## src/rtl/hit_bitmap_reader.sv

```systemverilog
// hit_bitmap_reader: scans the hit bitmap RAM row by row through one RAM port and
// streams one (row, letter) pair per set bit, optionally zeroing each row behind the scan.
module hit_bitmap_reader #(
  parameter int WORDLENGTH   = 16,
  parameter int MEMNROWS     = 16,
  parameter int ROWINDEXBITS = 4,
  parameter int COLINDEXBITS = 4,
  parameter int COUNTBITS    = ROWINDEXBITS + COLINDEXBITS + 1
) (
  input  logic                    clock,
  input  logic                    resetN,
  input  logic                    startRead,
  input  logic                    clearOnRead,
  output logic                    busy,
  output logic                    readDone,
  output logic [COUNTBITS-1:0]    hitCount,
  output logic [ROWINDEXBITS-1:0] memAddress,
  output logic                    memWriteEnable,
  output logic [WORDLENGTH-1:0]   memWriteData,
  input  logic [WORDLENGTH-1:0]   memData,
  output logic                    hitValid,
  input  logic                    hitReady,
  output logic [ROWINDEXBITS-1:0] hitWordIndex,
  output logic [COLINDEXBITS-1:0] hitLetterIndex
);

  typedef enum logic [2:0] {
    S_IDLE  = 3'd0,
    S_READ  = 3'd1,
    S_LATCH = 3'd2,
    S_EMIT  = 3'd3,
    S_DONE  = 3'd4
  } state_t;

  localparam logic [ROWINDEXBITS-1:0] LAST_ROW  = ROWINDEXBITS'(MEMNROWS - 1);
  localparam logic [ROWINDEXBITS-1:0] ONE_ROW   = {{(ROWINDEXBITS-1){1'b0}}, 1'b1};
  localparam logic [WORDLENGTH-1:0]   ONE_WORD  = {{(WORDLENGTH-1){1'b0}}, 1'b1};
  localparam logic [WORDLENGTH-1:0]   ZERO_WORD = {WORDLENGTH{1'b0}};
  localparam logic [COUNTBITS-1:0]    ONE_COUNT = {{(COUNTBITS-1){1'b0}}, 1'b1};
  localparam logic [COUNTBITS-1:0]    COUNT_MAX = {COUNTBITS{1'b1}};

  // Index of the lowest set bit; the downward loop lets the lowest bit win.
  function automatic logic [COLINDEXBITS-1:0] lowest_set(input logic [WORDLENGTH-1:0] bits);
    logic [COLINDEXBITS-1:0] idx;
    idx = {COLINDEXBITS{1'b0}};
    for (int i = WORDLENGTH - 1; i >= 0; i--) begin
      if (bits[i]) begin
        idx = COLINDEXBITS'(i);
      end else begin
        idx = idx;
      end
    end
    return idx;
  endfunction

  state_t                  state_q, state_d;
  logic [ROWINDEXBITS-1:0] row_index_q, row_index_d;
  logic [WORDLENGTH-1:0]   row_bits_q, row_bits_d;
  logic                    clear_mode_q, clear_mode_d;
  logic [COUNTBITS-1:0]    hit_count_q, hit_count_d;
  logic                    busy_q, busy_d;
  logic                    read_done_q, read_done_d;
  logic [ROWINDEXBITS-1:0] mem_address_q, mem_address_d;
  logic                    mem_we_q, mem_we_d;
  logic                    hit_valid_q, hit_valid_d;
  logic [ROWINDEXBITS-1:0] hit_word_q, hit_word_d;
  logic [COLINDEXBITS-1:0] hit_letter_q, hit_letter_d;

  logic [WORDLENGTH-1:0]   remaining_s;
  logic                    last_row_s;
  logic [ROWINDEXBITS-1:0] next_row_s;
  state_t                  after_row_state_s;

  // Next-state and next-output computation for the scan sequencer.
  always_comb begin
    state_d       = state_q;
    row_index_d   = row_index_q;
    row_bits_d    = row_bits_q;
    clear_mode_d  = clear_mode_q;
    hit_count_d   = hit_count_q;
    busy_d        = busy_q;
    read_done_d   = 1'b0;
    mem_address_d = mem_address_q;
    mem_we_d      = 1'b0;
    hit_valid_d   = hit_valid_q;
    hit_word_d    = hit_word_q;
    hit_letter_d  = hit_letter_q;

    remaining_s       = row_bits_q & (row_bits_q - ONE_WORD);
    last_row_s        = (row_index_q == LAST_ROW);
    next_row_s        = last_row_s ? row_index_q : (row_index_q + ONE_ROW);
    after_row_state_s = last_row_s ? S_DONE : S_READ;

    case (state_q)
      S_IDLE: begin
        if (startRead) begin
          state_d       = S_READ;
          row_index_d   = {ROWINDEXBITS{1'b0}};
          hit_count_d   = {COUNTBITS{1'b0}};
          clear_mode_d  = clearOnRead;
          busy_d        = 1'b1;
          mem_address_d = {ROWINDEXBITS{1'b0}};
        end else begin
          state_d = S_IDLE;
        end
      end
      S_READ: begin
        state_d  = S_LATCH;
        // The zero write is presented during LATCH, after the read was already captured.
        mem_we_d = clear_mode_q;
      end
      S_LATCH: begin
        row_bits_d = memData;
        if (memData != ZERO_WORD) begin
          state_d      = S_EMIT;
          hit_valid_d  = 1'b1;
          hit_word_d   = row_index_q;
          hit_letter_d = lowest_set(memData);
        end else begin
          state_d       = after_row_state_s;
          busy_d        = !last_row_s;
          read_done_d   = last_row_s;
          row_index_d   = next_row_s;
          mem_address_d = next_row_s;
        end
      end
      S_EMIT: begin
        if (hit_valid_q && hitReady) begin
          row_bits_d  = remaining_s;
          hit_count_d = (hit_count_q != COUNT_MAX) ? (hit_count_q + ONE_COUNT) : hit_count_q;
          if (remaining_s != ZERO_WORD) begin
            hit_letter_d = lowest_set(remaining_s);
          end else begin
            hit_valid_d   = 1'b0;
            state_d       = after_row_state_s;
            busy_d        = !last_row_s;
            read_done_d   = last_row_s;
            row_index_d   = next_row_s;
            mem_address_d = next_row_s;
          end
        end else begin
          state_d = S_EMIT;
        end
      end
      S_DONE: begin
        state_d = S_IDLE;
      end
      default: begin
        state_d     = S_IDLE;
        busy_d      = 1'b0;
        hit_valid_d = 1'b0;
      end
    endcase
  end

  // State and registered outputs; reset forces every strobe low immediately.
  always_ff @(posedge clock or negedge resetN) begin
    if (!resetN) begin
      state_q       <= S_IDLE;
      row_index_q   <= {ROWINDEXBITS{1'b0}};
      row_bits_q    <= {WORDLENGTH{1'b0}};
      clear_mode_q  <= 1'b0;
      hit_count_q   <= {COUNTBITS{1'b0}};
      busy_q        <= 1'b0;
      read_done_q   <= 1'b0;
      mem_address_q <= {ROWINDEXBITS{1'b0}};
      mem_we_q      <= 1'b0;
      hit_valid_q   <= 1'b0;
      hit_word_q    <= {ROWINDEXBITS{1'b0}};
      hit_letter_q  <= {COLINDEXBITS{1'b0}};
    end else begin
      state_q       <= state_d;
      row_index_q   <= row_index_d;
      row_bits_q    <= row_bits_d;
      clear_mode_q  <= clear_mode_d;
      hit_count_q   <= hit_count_d;
      busy_q        <= busy_d;
      read_done_q   <= read_done_d;
      mem_address_q <= mem_address_d;
      mem_we_q      <= mem_we_d;
      hit_valid_q   <= hit_valid_d;
      hit_word_q    <= hit_word_d;
      hit_letter_q  <= hit_letter_d;
    end
  end

  assign busy           = busy_q;
  assign readDone       = read_done_q;
  assign hitCount       = hit_count_q;
  assign memAddress     = mem_address_q;
  assign memWriteEnable = mem_we_q;
  assign memWriteData   = {WORDLENGTH{1'b0}};
  assign hitValid       = hit_valid_q;
  assign hitWordIndex   = hit_word_q;
  assign hitLetterIndex = hit_letter_q;

endmodule

```

## config.mk

```make
export PLATFORM = sky130hd
export DESIGN_NAME = hit_bitmap_reader
export DESIGN_NICKNAME = d
export VERILOG_FILES = /design/src/rtl/hit_bitmap_reader.sv
export SDC_FILE = /design/constraint.sdc
export NUM_CORES = 1
export LEC_CHECK = 0
export CAP_MARGIN = 20
export CELL_PAD_IN_SITES_DETAIL_PLACEMENT = 0
export CELL_PAD_IN_SITES_GLOBAL_PLACEMENT = 2
export CORE_UTILIZATION = 34
export CTS_CLUSTER_DIAMETER = 30
export DETAILED_ROUTE_END_ITERATION = 16
export PLACE_DENSITY = 0.91
export SETUP_SLACK_MARGIN = 0.1
export SYNTH_ARGS = -nofsm -noshare
export SYNTH_HDL_FRONTEND = slang
export SYNTH_SLANG_ARGS = --single-unit
```

## constraint.sdc

```tcl
create_clock -name clock -period 3.7 [get_ports clock]
set_input_delay 0.74 -clock clock [delete_from_list [all_inputs] [get_ports clock]]
set_output_delay 0.74 -clock clock [all_outputs]
set_load 0.01 [all_outputs]
```

# Word-level counts from Yosys, hierarchy flattened
# Index checks and enable logic that the tools add are counted.
[word_totals] reg_bits=45 in_bits=21 out_inout_bits=41
[op_classes] reduce_logical=18 n_addsub=3 bitwise_logic=3 eq_ne=14 n_mux=68
[ops] operator="$mux 4" count=40
[ops] operator="$pmux 16 s2" count=1
[ops] operator="$reduce_bool 16->1" count=2
[ops] operator="$mux 9" count=3
[ops] operator="$pmux 9 s2" count=1
[ops] operator="$and 16x16->16" count=1
[ops] operator="$mux 16" count=1
[ops] operator="$sub 16x1->16 const B" count=1
[ops] operator="$ne 2x2->1 const B" count=7
[ops] operator="$mux 1" count=12
[ops] operator="$mux 3" count=4
[ops] operator="$pmux 3 s4" count=1
[ops] operator="$pmux 4 s3" count=1
[ops] operator="$reduce_and 4->1" count=3
[ops] operator="$reduce_and 5->1" count=2
[ops] operator="$add 9x1->9 const B" count=1
[ops] operator="$ne 9x9->1 const B" count=1
[ops] operator="$pmux 4 s2" count=1
[ops] operator="$eq 3x2->1 const B" count=2
[ops] operator="$reduce_and 2->1" count=3
[ops] operator="$add 4x1->4 const B" count=1
[ops] operator="$eq 4x4->1 const B" count=1
[ops] operator="$pmux 1 s4" count=1
[ops] operator="$reduce_bool 2->1" count=2
[ops] operator="12 further kinds" count=13

# Logic depth before layout (Yosys ltp)
[logic_depth] depth_word=21 depth_mapped=10 depth_no_buf=9

# Worst setup path after synthesis
# Ideal clock, no wire load.
[synth_timing] path_kind="reg-to-reg" startpoint="register row_bits_q[1]" endpoint="register hit_letter_q[0], in the netlist hitLetterIndex[0]" arrival_ns=2.396 synth_period_minus_slack_ns=2.524 setup_slack_ns=1.176 stages_incl_launch_ff=9 t_required_ns=3.572 path_cell_list="dfrtp_1 buf_6 or4_4 buf_6 or4_4 nor2_4 o221ai_1 a221o_1 mux2_1"
[synth_between] elab_chain_len=21
[synth_rtl] element="start: declaration" line_no="58" text="logic [WORDLENGTH-1:0] row_bits_q, row_bits_d;"
[synth_rtl] element="start signal: assignment" line_no="161" text="row_bits_q <= {WORDLENGTH{1'b0}};"
[synth_rtl] element="start signal: assignment" line_no="174" text="row_bits_q <= row_bits_d;"
[synth_rtl] element="$sub 16x1->16" line_no="89" text="remaining_s = row_bits_q & (row_bits_q - ONE_WORD);"
[synth_rtl] element="$and 16x16->16 *" line_no="89"
[synth_rtl] element="$mux 4 (16 in a row)" line_no="47" text="if (bits[i]) begin"
[synth_rtl] element="$mux 4" line_no="131" text="if (remaining_s != ZERO_WORD) begin"
[synth_rtl] element="$mux 4" line_no="128" text="if (hit_valid_q && hitReady) begin"
[synth_rtl] element="$pmux 4 s2" line_no="94" text="case (state_q)"
[synth_rtl] element="end signal: assignment" line_no="170" text="hit_letter_q <= {COLINDEXBITS{1'b0}};"
[synth_rtl] element="end signal: assignment" line_no="183" text="hit_letter_q <= hit_letter_d;"
[synth_rtl] element="end: declaration" line_no="67" text="logic [COLINDEXBITS-1:0] hit_letter_q, hit_letter_d;"
# Every way passes the cells marked *; elsewhere a longest branch is shown, timed or not. The select of a mux whose other input is x is not followed.
# A chain may end at the register's enable or synchronous reset.

# Worst setup path after layout
[layout_timing] startpoint="register row_bits_q[3]" endpoint="register mem_address_q[1], in the netlist memAddress[1]"
[layout_between] elab_chain_len=5
[layout_rtl] element="$sub 16x1->16" line_no="89"
[layout_rtl] element="$and 16x16->16 *" line_no="89"
[layout_rtl] element="$reduce_bool 16->1 *" line_no="131"
[layout_rtl] element="$ne 2x2->1 (no line) *"
[layout_rtl] element="$reduce_and 5->1 (no line) *"
[layout_rtl] element="end signal: assignment" line_no="166" text="mem_address_q <= {ROWINDEXBITS{1'b0}};"
[layout_rtl] element="end signal: assignment" line_no="179" text="mem_address_q <= mem_address_d;"
[layout_rtl] element="end: declaration" line_no="63" text="logic [ROWINDEXBITS-1:0] mem_address_q, mem_address_d;"
# Every way passes the cells marked *; elsewhere a longest branch is shown, timed or not.

==> results.cfg <==
[critical_path]
cp_slowest_cell = a2111oi_0
worstPathCellList = nor4_2 > nand3_2 > a2111oi_0 > nor3_2 > o31ai_4 > and2_4 > mux2i_1
slowest_delay_ns = 0.56
worstPathRequired_ns = 3.93
critPathKind = register to register
rr_worst_depth = 7
cp_max_fo = 12
critical_path_arrival_ns = 3.18
critPathLaunchType = register
critPathCaptureType = register

[global_routing]
grt_max_degree = 46
antenna_found_initial = 0
grt_first_pass_wirelength_mm = 13.3
grtUsageTotal = 0.175
grt_overflow_total = 0
first_global_vias = 2584

[flow_run]
max_cap_violations = 0

[logic_synthesis]
synth_seq_cells = 45
ys_warn_count = 0
postSynth.asyncResetShare = 1.00
netlist_area_sq_um = 3060
synthTopCellsByCount = 45 x dfrtp_1, 37 x nand2_1, 23 x nor2_1
yosysMostFrequentCell = dfrtp_1
synthFlopType = dfrtp_1
synth_cell_types = 71
ys_seq_area_frac = 0.367
synth_area_leaders = dfrtp_1 37%, nand2_1 4.5%, buf_4 3.9%
synth_edf_count = 0
synth_top_area_share = 0.367
syn_inst = 343
postSynthAreaPerCell_sq_um = 8.93
yosys.area.top_type = dfrtp_1

[final_layout]
post-route-util = 0.410
seq_area_sq_um = 1130
stdcell_count = 486
fin_nets = 402
antenna-diode-count = 0
synthToLayoutAreaGrowth_pct = 16.7
fillers = 877
drive_gt1_frac = 0.108
multi_input_area_sq_um = 1690

[floorplanning]
dieArea_sq_um = 9400
core_area_sq_um = 8720
num_io_pins = 62
start_util = 0.351
fp.dieW_um = 96.9
rows = 34
die_h_um = 96.9

[drt]
vias = 2677
wl_per_cell_um = 16.5
drc_errors = 0
drt_iter0_drc = 92
wl_mm = 8.01
vias_per_cell = 5.51
drtPass1Iterations = 5
route.antenna.remaining_nets = 0

[clock_network]
cts_setup_buffers = 0
root_buffer = clkbuf_8
cts_resized = 0
postCtsHoldBufs = 0
cts.sinks = 45
clk-insertion-delay-late_ns = 0.30
cts_tree = built
cts_buffer_depth = 2
cts_max_level = 2
cts.clk_slew.worst_paths_ns = 0.09
cts_buffers = 5

[sta]
relSlewSlack = 0.386
tightest_slew_ns = 0.913
skew_ns = 0.00729
setup_viol = 0
slew_viol_final = 0
post-route-period-util = 0.797
finalCriticalPeriod_ns = 2.95
fmax_mhz = 339
setup_tns_ns = 0
hold_viol = 0
rsz0062_at_grt = no

[power]
p_per_area_nw_per_um2 = 918
p_leak_nw = 1.49
max-vdd-ir-drop_mv = 0.391

[place]
place.gp.congestion = 0.810
hpwlAfterDp_mm = 5.70
dp_cells = 478
port_buffers = 45

[outcome]
status = finished, final reports clean

[worst_hold_path]
min_path_type = input port to asynchronous set/reset pin
where the power goes:
part	total [mW]	internal, mW	switching [mW]
clock	0.315	0.131	0.184
sequential	0.989	0.682	0.307
combinational	1.98	0.937	1.04
path summary, 6_finish.rpt:
path / end / slack [ns] / from
max in group asynchronous: state_q[0]$_DFFE_PN0P_ / 2.88 / resetN
worst max-delay path: memAddress[1]$_DFFE_PN0P_ / 0.75 / row_bits_q[3]$_DFFE_PN0P_
min in group clock: busy$_DFFE_PN0P_ / 0.50 / busy$_DFFE_PN0P_
worst max register to register: memAddress[1]$_DFFE_PN0P_ / 0.75 / row_bits_q[3]$_DFFE_PN0P_
worst min-delay path: hitWordIndex[2]$_DFFE_PN0P_ / 0.33 / resetN
worst min register to register: busy$_DFFE_PN0P_ / 0.50 / busy$_DFFE_PN0P_
through the flow:
stage / area [sq um] / hold WS (ns) / power, mW / worst slack, ns
detailed placement: 3470 / 0.473 / 2.96 / 0.653
finish: 3580 / 0.331 / 3.28 / 0.751
global placement: 3470 / 0.485 / 2.95 / 0.752
CTS: 3560 / 0.508 / 3.30 / 0.768
floorplan: 3120 / 0.444 / 2.45 / 1.18
global route: 3580 / 0.343 / 3.55 / 0.497
area by class of cell:
cell class	instances	share of cell area
Inverter	9	0.00945
Clock inverter	2	0.00455
Tap cell	108	0.0378
Clock buffer	5	0.0192
Multi-Input combinational cell	266	0.473
Sequential cell	45	0.315
Timing Repair Buffer	51	0.141
layer usage:
layer,track usage,vias up,routed length [um]
met5,0,-,0
met4,0.0436,0,98
met3,0.0361,10,503
met2,0.286,85,3860
met1,0.235,1290,3560
li1,-,1292,-
cell usage in the layout, fill, tap and decap left out, types with 9 or more instances in the layout:
cell             synthesis  final
o21ai_0                 22     22
nand3_1                 18     18
clkdlybuf4s50_1          0     44
a21oi_1                 18     18
inv_1                    9      9
a22o_1                  12     12
dfrtp_1                 45     45
nor2_1                  23     23
nand2_1                 37     37
conb_1                   1     16
critical path, delay by kind of cell (launching register included):
family           cells  cell delay [ns]
AO/OA/AOI/OAI        2             0.92
flip-flops           1             0.52
multiplexers         1             0.18
AND/OR/NAND/NOR      4             1.25
state kept, by name (all words and copies together), names as in the netlist:
| register | flops |
|---|---|
| busy | 1 |
| clear_mode_q | 1 |
| hitCount | 9 |
| hitLetterIndex | 4 |
| hitValid | 1 |
| hitWordIndex | 4 |
| memAddress | 4 |
| memWriteEnable | 1 |
| readDone | 1 |
| row_bits_q | 16 |
| state_q | 3 |
cells by family (layout without fill, tap and decap cells):
family	count (synthesis)	count (layout)	synth area share
mux	13	13	0.0453
fa+ha+maj	4	4	0.0155
compound gates	96	96	0.223
xor+xnor	7	7	0.0200
flops	45	45	0.367
other cells	1	16	0.00122
simple gates	130	130	0.229
buf+inv	47	67	0.0984
Note: power is estimated with default switching activity, not from simulation.
==> variant (same flow settings) <==
Set the parameter `ROWINDEXBITS` to 5 (it was 4).
--- a/src/rtl/hit_bitmap_reader.sv
+++ b/src/rtl/hit_bitmap_reader.sv
@@ -5,3 +5,3 @@
   parameter int MEMNROWS     = 16,
-  parameter int ROWINDEXBITS = 4,
+  parameter int ROWINDEXBITS = 5,
   parameter int COLINDEXBITS = 4,
Ports: changed (resized hitCount, hitWordIndex and memAddress); port bits go from 62 to 65. No check against the original RTL was run, so the function may have changed too.
==> variant against the original RTL <==
- die area grew 4.1%
- setup slack worse by 0.026 ns
- sequential cell count up 3
- design area rose by 6.9%
- cell count increased by 9.5%
- routed wire length grew 3.2%
- fmax decreased by 0.87%
- sequential share of layout area fell by 0.056 points
- synthesized area increased by 4.2%
Power is left out: it rests on default switching activity, and per cell area and clock period it moved more than threefold.
==> variant: results (changes against the original RTL) <==
[global_route]
grtUsageMet1_pct = 26.3  ; +2.8 points
grt_pass1_wl_um = 14000  ; +4.5%
grt_max_degree = 29  ; -37%
grt_antenna_before_repair = 0  ; unchanged
use_met2_pct = 28.0  ; -0.63 points
grt_pass1_vias = 2727  ; +5.5%
gr-usage-all-layers_pct = 18.1  ; +0.62 points
grtUsageMet3_pct = 2.70  ; -0.92 points

[synthesis]
ys_top_cells_by_count = 58 x nand2_1, 48 x dfrtp_1, 43 x nor2_1
synth_most_common_cell = nand2_1
synth_cell_types = 59  ; -17%
synth_area_leaders = dfrtp_1 38%, nand2_1 6.8%, nor2_1 5.1%
ys_warn_count = 0  ; unchanged
synth_ff_type = dfrtp_1
syn_area_per_cell_um2 = 8.34  ; -6.7%
yosysSeqAreaShare_pct = 37.6  ; +0.87 points
async_flop_share_pct = 100  ; unchanged

[clock_network]
htreeDepth = 2  ; unchanged
insertion_delay_ns = 0.30  ; about the same
clk_pin_slew_ns = 0.09  ; about the same
post-cts-setup-buffers = 0  ; unchanged
post_cts_resize_count = 0  ; unchanged
clock-root-buffer = clkbuf_8
cts_buffers = 5  ; unchanged

[setup_path]
critical-path-slowest-cell = clkdlybuf4s50_1
cp_top_family = simple AND/OR/NAND/NOR gates
critPathArrivalTime_ns = 3.17  ; about the same
max_stage_delay_ns = 0.54  ; -0.02 ns
critPathMaxFanout = 6  ; -6

[placed_design]
dpl-instance-area_um2 = 3690  ; +6.4%
place_congestion = 0.837  ; +3.4%
port_buffers = 48  ; +6.7%
post-place-ws_ns = 0.391  ; -0.261 ns
dp_hpwl_um = 6260  ; +9.8%
dp.cells = 525  ; +9.8%

[finish]
largest_reg_flops = 16  ; unchanged
fillers = 906  ; +3.3%
layout.nets = 448  ; +11%
largest_register = row_bits_q
diodes = 0  ; unchanged
drive_above_1_share_pct = 6.13  ; -4.7 points

[timing]
maxSlewHeadroom_pct = 55.6  ; +17 points
setup_viol = 0  ; unchanged
fin_worst_skew_ns = 0.00342  ; -0.00387 ns

[outcome]
status = finished clean

[detailed_routing]
drt_iter0_markers = 185  ; +100%
via_per_inst = 5.36  ; -2.7%
dr.pass1.iters = 4  ; -1
wl_um = 8270  ; +3.2%
drt-wirelength-per-cell_um = 15.6  ; -5.7%

[worst_hold_path]
hold_class = in2async

-- variant: changes by cell type in the layout (fill, tap and decap cells not counted), moves of 4 or more --
cell       change
xnor2_1        +4
mux2i_1        -4
nor2_1        +20
inv_1          +5
nand3_1        -4
a2111oi_0      -4
nand2_1       +21
o21ai_1        -4
o21ai_0        +7
or3_1          +8
nor3_1         +5
-- variant: layout make-up --
class                   count  area (um^2)  share of cell area [%]
repair buffers             54          520                    13.6
inverters                  14         52.6                    1.38
well taps                 108          135                    3.54
clock buffers               5         68.8                    1.80
flip-flops and latches     48         1200                    31.4
multi-input cells         301         1780                    46.7
clock inverters             2         60.1                    1.57
-- variant: cell families (layout without fill, tap and decap cells) --
logic type | after synthesis | after routing | share of synthesized area [%]
AND/OR/NAND/NOR | 170 | 170 | 26.7
other | 1 | 16 | 0.117
XOR/XNOR | 9 | 9 | 2.47
adder cells (fa/ha/maj) | 6 | 6 | 2.12
flip-flops | 48 | 48 | 37.6
buffers and inverters | 49 | 75 | 8.31
AO/OA/AOI/OAI | 95 | 95 | 20.7
multiplexers | 5 | 5 | 1.92
-- variant: path summary, 6_finish.rpt --
check                           depth (start not counted)     startpoint  slack [ns]           endpoint
worst max-delay path                                    7    memData[10]        0.73  hitLetterIndex[0]
worst min register to register                          2   clear_mode_q        0.49       clear_mode_q
worst max register to register                          7  row_bits_q[2]        1.05      memAddress[0]
min in group clock                                      2   clear_mode_q        0.49       clear_mode_q
max in group asynchronous                               2         resetN        2.48        hitCount[5]
worst min-delay path                                    1         resetN        0.46     row_bits_q[15]
-- variant: layer usage --
layer | vias to the layer above | part of all wire, %
met1 | 1350 | 49
met4 | 0 | 1.1
met2 | 77 | 45
met5 | - | 0
met3 | 5 | 5.2
li1 | 1419 | -
